## config.mk

```make
export PLATFORM = sky130hd
export DESIGN_NAME = max7219_rx
export DESIGN_NICKNAME = d
export VERILOG_FILES = /design/src/rtl/max7219_rx.sv
export SDC_FILE = /design/constraint.sdc
export NUM_CORES = 1
export LEC_CHECK = 0
export ABC_CLOCK_PERIOD_IN_PS = 4700
export BUFFER_PORTS_ARGS = -buffer_cell sky130_fd_sc_hd__clkbuf_2
export CORE_ASPECT_RATIO = 1.1
export CORE_MARGIN = 2
export CORE_UTILIZATION = 56
export CTS_CLUSTER_DIAMETER = 150
export DETAILED_ROUTE_END_ITERATION = 7
export PLACE_DENSITY = 0.9
export SYNTH_ARGS = -nofsm -noshare
export SYNTH_HDL_FRONTEND = slang
export SYNTH_SLANG_ARGS = --single-unit
export TNS_END_PERCENT = 50
```

## constraint.sdc

```tcl
create_clock -name clk -period 4.7 [get_ports clk]
set_input_delay 0 -clock clk [delete_from_list [all_inputs] [get_ports clk]]
set_output_delay 0 -clock clk [all_outputs]
set_load 0.005 [all_outputs]
```

## src/rtl/max7219_rx.sv

```systemverilog
// Receive-side MAX7219 model. It assembles 16-bit SCK/CS/DIN frames into a register file and drives a segment view.
// Define MAX7219_RX_CODEB_EN to enable Code-B font decoding of digits on seg_out.
module max7219_rx (
    input  logic        clk,
    input  logic        rst,
    input  logic        sck,
    input  logic        cs,
    input  logic        din,
    output logic        dout,
    output logic        wr_stb,
    output logic [3:0]  wr_addr,
    output logic [7:0]  wr_data,
    output logic        frame_err,
    output logic [63:0] digits,
    output logic [7:0]  decode_mode,
    output logic [3:0]  intensity,
    output logic [2:0]  scan_limit,
    output logic        shutdown_n,
    output logic        display_test,
    output logic [63:0] seg_out
);

    typedef enum logic [1:0] {
        S_IDLE,
        S_SHIFT,
        S_LATCH
    } state_t;

    logic [2:0]       sck_sync_q;
    logic [2:0]       cs_sync_q;
    logic [1:0]       din_sync_q;
    logic             sck_rise, sck_fall, cs_rise, cs_fall, din_s;

    state_t           state_q;
    logic [4:0]       bit_cnt_q;
    logic [15:0]      sr_q;
    logic             dout_q;
    logic             wr_stb_q;
    logic             frame_err_q;
    logic [3:0]       wr_addr_q;
    logic [7:0]       wr_data_q;
    logic [7:0][7:0]  digits_q;
    logic [7:0]       decode_q;
    logic [3:0]       intensity_q;
    logic [2:0]       scan_limit_q;
    logic             shutdown_n_q;
    logic             display_test_q;
    logic [7:0][7:0]  seg_d;

    // NOTE: the synchronizer chains carry no reset, so a CS held low across reset creates no false edge.
    always_ff @(posedge clk) begin
        sck_sync_q <= {sck_sync_q[1:0], sck};
        cs_sync_q  <= {cs_sync_q[1:0], cs};
        din_sync_q <= {din_sync_q[0], din};
    end

    assign sck_rise = sck_sync_q[1] & ~sck_sync_q[2];
    assign sck_fall = ~sck_sync_q[1] & sck_sync_q[2];
    assign cs_rise  = cs_sync_q[1] & ~cs_sync_q[2];
    assign cs_fall  = ~cs_sync_q[1] & cs_sync_q[2];
    assign din_s    = din_sync_q[1];

    always_ff @(posedge clk) begin
        if (rst) begin
            state_q        <= S_IDLE;
            bit_cnt_q      <= '0;
            sr_q           <= '0;
            dout_q         <= 1'b0;
            wr_stb_q       <= 1'b0;
            frame_err_q    <= 1'b0;
            wr_addr_q      <= '0;
            wr_data_q      <= '0;
            digits_q       <= '0;
            decode_q       <= '0;
            intensity_q    <= '0;
            scan_limit_q   <= '0;
            shutdown_n_q   <= 1'b0;
            display_test_q <= 1'b0;
        end else begin
            wr_stb_q    <= 1'b0;
            frame_err_q <= 1'b0;
            case (state_q)
                S_IDLE: begin
                    bit_cnt_q <= '0;
                end
                S_SHIFT: begin
                    if (cs_rise) begin
                        if (bit_cnt_q == 5'd16) begin
                            state_q <= S_LATCH;
                        end else begin
                            frame_err_q <= 1'b1;
                            state_q     <= S_IDLE;
                        end
                    end else begin
                        if (sck_rise) begin
                            sr_q <= {sr_q[14:0], din_s};
                            if (bit_cnt_q != 5'd16) bit_cnt_q <= bit_cnt_q + 5'd1;
                        end
                        if (sck_fall) dout_q <= sr_q[15];
                    end
                end
                S_LATCH: begin
                    wr_stb_q  <= 1'b1;
                    wr_addr_q <= sr_q[11:8];
                    wr_data_q <= sr_q[7:0];
                    case (sr_q[11:8])
                        4'h1, 4'h2, 4'h3, 4'h4,
                        4'h5, 4'h6, 4'h7, 4'h8: digits_q[sr_q[10:8] - 3'd1] <= sr_q[7:0];
                        4'h9: decode_q       <= sr_q[7:0];
                        4'hA: intensity_q    <= sr_q[3:0];
                        4'hB: scan_limit_q   <= sr_q[2:0];
                        4'hC: shutdown_n_q   <= sr_q[0];
                        4'hF: display_test_q <= sr_q[0];
                        default: ;
                    endcase
                    state_q <= S_IDLE;
                end
                default: state_q <= S_IDLE;
            endcase
            // A new chip-select always starts a fresh frame, whatever was in progress.
            if (cs_fall) begin
                state_q   <= S_SHIFT;
                bit_cnt_q <= '0;
            end
        end
    end

`ifdef MAX7219_RX_CODEB_EN
    function automatic logic [6:0] codeb(input logic [3:0] v);
        case (v)
            4'h0: codeb = 7'h7E;
            4'h1: codeb = 7'h30;
            4'h2: codeb = 7'h6D;
            4'h3: codeb = 7'h79;
            4'h4: codeb = 7'h33;
            4'h5: codeb = 7'h5B;
            4'h6: codeb = 7'h5F;
            4'h7: codeb = 7'h70;
            4'h8: codeb = 7'h7F;
            4'h9: codeb = 7'h7B;
            4'hA: codeb = 7'h01;
            4'hB: codeb = 7'h4F;
            4'hC: codeb = 7'h37;
            4'hD: codeb = 7'h0E;
            4'hE: codeb = 7'h67;
            default: codeb = 7'h00;
        endcase
    endfunction
`endif

    // NOTE: seg_d gets a full default before the loop, so no path leaves it unassigned.
    always_comb begin
        seg_d = '0;
        for (int unsigned n = 0; n < 8; n++) begin
            if (display_test_q) begin
                seg_d[n] = 8'hFF;
            end else if (!shutdown_n_q || n > 32'(scan_limit_q)) begin
                seg_d[n] = 8'h00;
            end else begin
`ifdef MAX7219_RX_CODEB_EN
                if (decode_q[n]) seg_d[n] = {digits_q[n][7], codeb(digits_q[n][3:0])};
                else             seg_d[n] = digits_q[n];
`else
                seg_d[n] = digits_q[n];
`endif
            end
        end
    end

    assign dout         = dout_q;
    assign wr_stb       = wr_stb_q;
    assign wr_addr      = wr_addr_q;
    assign wr_data      = wr_data_q;
    assign frame_err    = frame_err_q;
    assign digits       = digits_q;
    assign decode_mode  = decode_q;
    assign intensity    = intensity_q;
    assign scan_limit   = scan_limit_q;
    assign shutdown_n   = shutdown_n_q;
    assign display_test = display_test_q;
    assign seg_out      = seg_d;

endmodule
```

==> flow_summary.yaml <==
status:
  status: "complete, no violations"
finish:
  area_delta_synth_final_pct: 24.25
  drive_above_1_share_pct: 27.50
  antennaDiodeCount: 0
  fin_nets: 749
timing:
  tightest_slew_ps: 1180
  min_period_ps: 2672
  hold_violations: 0
  finalClockSkew_ps: 5.374
  fin_crit_sh_pct: 56.85
  fin_hold_ws_ps: 113.5
  final-setup-viol-count: 0
  max_freq_ghz: 0.3742
  slew_viol_final: 0
  tns_ps: 0
  rsz0062_at_grt: "false"
  relSlewSlack_pct: 21.34
global_routing:
  grt_pass1_wl_um: 21900
  grt_max_degree: 125
  grt_pass1_vias: 4455
  grt_usage_pct: 25.97
  antenna_found_initial: 0
  grt_overflow: 0
synth:
  syn_area_mm2: 0.005553
  ys_types: 40
  synth_cells: 595
  synthesis.yosys.warnings: 0
  synth_nets: 608
  avgSynthCellArea_um2: 9.332
  ys_ff_latch: 127
  yosysSeqAreaShare_pct: 45.79
critical_path:
  reg2regPathDepth: 6
  rrSetupSlack_ps: 2030
  arrival_ps: 3020
  path_cells: "inv_1 -> ha_1 -> or4b_4 -> a2111oi_4 -> mux2i_1 -> nor2_1"
  endpoint_kind: "flip-flop"
  cpMaxStageDelayCell: "a2111oi_4"
  required_ps: 5050
  critical_path_peak_fanout: 10
  crit_type: "flip-flop to flip-flop"
  max_stage_delay_ps: 670
  r2r_start: "sr_q[8]"
  cp-start-kind: "flip-flop"
  worstReg2RegEnd: "digits[57]"
die:
  num_rows: 38
  initial_utilization_pct: 56.97
  core-area_mm2: 0.009747
  io_pins: 165
  dieArea_mm2: 0.01073
  die_height_um: 108.4
  dieWidth_um: 98.95
clock_tree:
  clk_pin_slew_ps: 60
  post_cts_resized: 0
  clock-sinks: 127
  cts-root-buf: "clkbuf_8"
  hold_buffers: 3
  cts_tree: "built"
  clock_path_buffers: 2
  insertion_delay_ps: 510
  cts_setup_buffers: 0
  numCtsBuffers: 17
  htree_levels: 4
power_and_ir_drop:
  irDropWorstVdd_mv: 0.2560
  p_total_mw: 2.425
  p_leak_nw: 3.525
  pwr_density_cell_mw_per_mm2: 351.5
min_path:
  holdCritStartpoint: "rst"
  worstHoldEndpoint: "dout"
  min_path_cells: 2
  hold_class: "input port to flip-flop"
routing:
  drt_wl_total_um: 14480
  routedWlPerCell_um: 16.67
  drt_iter0_drc: 271
  vias: 4847
  viasPerCell: 5.578
  drt_pass1_iterations: 5
  drcViolationCount: 0
  drt.antenna.violating_nets: 0
place:
  hpwl_um: 9844
  place.port_buffers: 164
  gp_congestion: 0.8822
run:
  maxCapViolCount: 0
==> cell usage after synthesis, drive strengths merged <==
library cell | instances | area [um^2]
nand4 | 2 | 12.51
nand4bb | 3 | 33.78
or4b | 1 | 13.76
nand3b | 1 | 7.510
o21a | 2 | 15.01
nor3b | 1 | 7.510
clkbuf | 33 | 177.7
a2111oi | 4 | 110.1
buf | 13 | 96.34
or3 | 4 | 25.02
or2 | 1 | 6.260
and2 | 3 | 18.77
a21o | 64 | 480.5
nand3 | 19 | 95.09
nand2 | 81 | 304.0
ha | 8 | 100.1
nand2b | 42 | 262.8
nor2 | 43 | 161.4
dfxtp | 127 | 2542
nor2b | 4 | 25.02
a32oi | 1 | 8.760
nand4b | 1 | 8.760
and3 | 1 | 6.260
nor4bb | 1 | 10.01
xnor2 | 1 | 8.760
nor4 | 1 | 12.51
inv | 7 | 26.28
a21oi | 49 | 245.2
mux2i | 67 | 670.6
o21ai | 4 | 20.01
a211oi | 1 | 7.510
o31a | 1 | 8.760
nor4b | 1 | 8.760
nor3 | 3 | 15.01
==> how the worst max path moves through the flow <==
stage / end / from / depth (start not counted)
6_report: digits[57] / sr_q[8] / 6
2_1_floorplan: digits[56] / sr_q[8] / 6
3_3_place_gp: digits[58] / sr_q[8] / 6
5_1_grt: digits[57] / sr_q[8] / 6
3_5_place_dp: digits[58] / sr_q[8] / 6
4_1_cts: digits[57] / sr_q[8] / 6
==> layout by cell type, fill, tap and decap left out, drive strengths merged, types with 10 or more instances in the layout <==
| cell type | instances |
|---|---|
| inv | 10 |
| nand2b | 42 |
| nand3 | 19 |
| a21oi | 49 |
| nor2 | 43 |
| dfxtp | 127 |
| mux2i | 67 |
| a21o | 64 |
| clkbuf | 180 |
| nand2 | 81 |
==> final cells by class <==
| class | count | area, um^2 |
|---|---|---|
| Tap cell | 120 | 150.1 |
| Inverter | 7 | 26.28 |
| Sequential cell | 127 | 2544 |
| Timing Repair Buffer | 168 | 860.8 |
| Clock inverter | 15 | 187.7 |
| Multi-Input combinational cell | 415 | 2716 |
| Clock buffer | 17 | 414.1 |
| Fill cell | 675 | 2848 |
==> flip-flops by register name, summed over array words and instances, names as in the netlist <==
register / cells
digits: 64
sr_q: 16
decode_mode: 8
wr_data: 8
bit_cnt_q: 5
intensity: 4
wr_addr: 4
cs_sync_q: 3
scan_limit: 3
sck_sync_q: 3
din_sync_q: 2
state_q: 2
display_test: 1
dout: 1
frame_err: 1
shutdown_n: 1
wr_stb: 1
==> critical path: cells and delay by family (launching register included) <==
family	cells	cell delay (ps)
mux	1	280
compound gates	1	670
flops	1	500
buf+inv	1	120
fa+ha+maj	1	350
simple gates	2	590
==> through the flow <==
step                cell area [um^2]  setup WS, ps  util [%]  std cells
floorplan                       5553          2343         -        595
global placement                6267          2208     64.30        834
detailed placement              6267          2073     64.30        834
CTS                             6899          2029     70.78        869
global route                    6899          1883     70.78        869
finish                          6899          2028     70.78        869
==> routing by layer <==
| metal | GRT usage, % | wire length (um) | up-vias |
|---|---|---|---|
| met5 | 0 | 0 | - |
| li1 | - | - | 2305 |
| met4 | 10.47 | 347 | 0 |
| met1 | 29.40 | 5706 | 2303 |
| met2 | 46.48 | 7495 | 204 |
| met3 | 6.787 | 933 | 35 |
==> cells by family after synthesis <==
kind of cell | count (synthesis) | synth area share (%)
AOI/OAI and AO/OA | 126 | 16.13
buffers and inverters | 53 | 5.408
muxes | 67 | 12.08
DFF | 127 | 45.79
adders and majority gates | 8 | 1.803
xor gates and xnor gates | 1 | 0.1578
and+or+nand+nor | 213 | 18.63
==> where the power goes <==
part	leakage [nW]	switching, mW	internal [mW]
registers	1.03	0.00377	1.08
logic	2.21	0.0204	0.0119
clock network	0.285	0.493	0.814
Note: power is estimated with default switching activity, not from simulation.
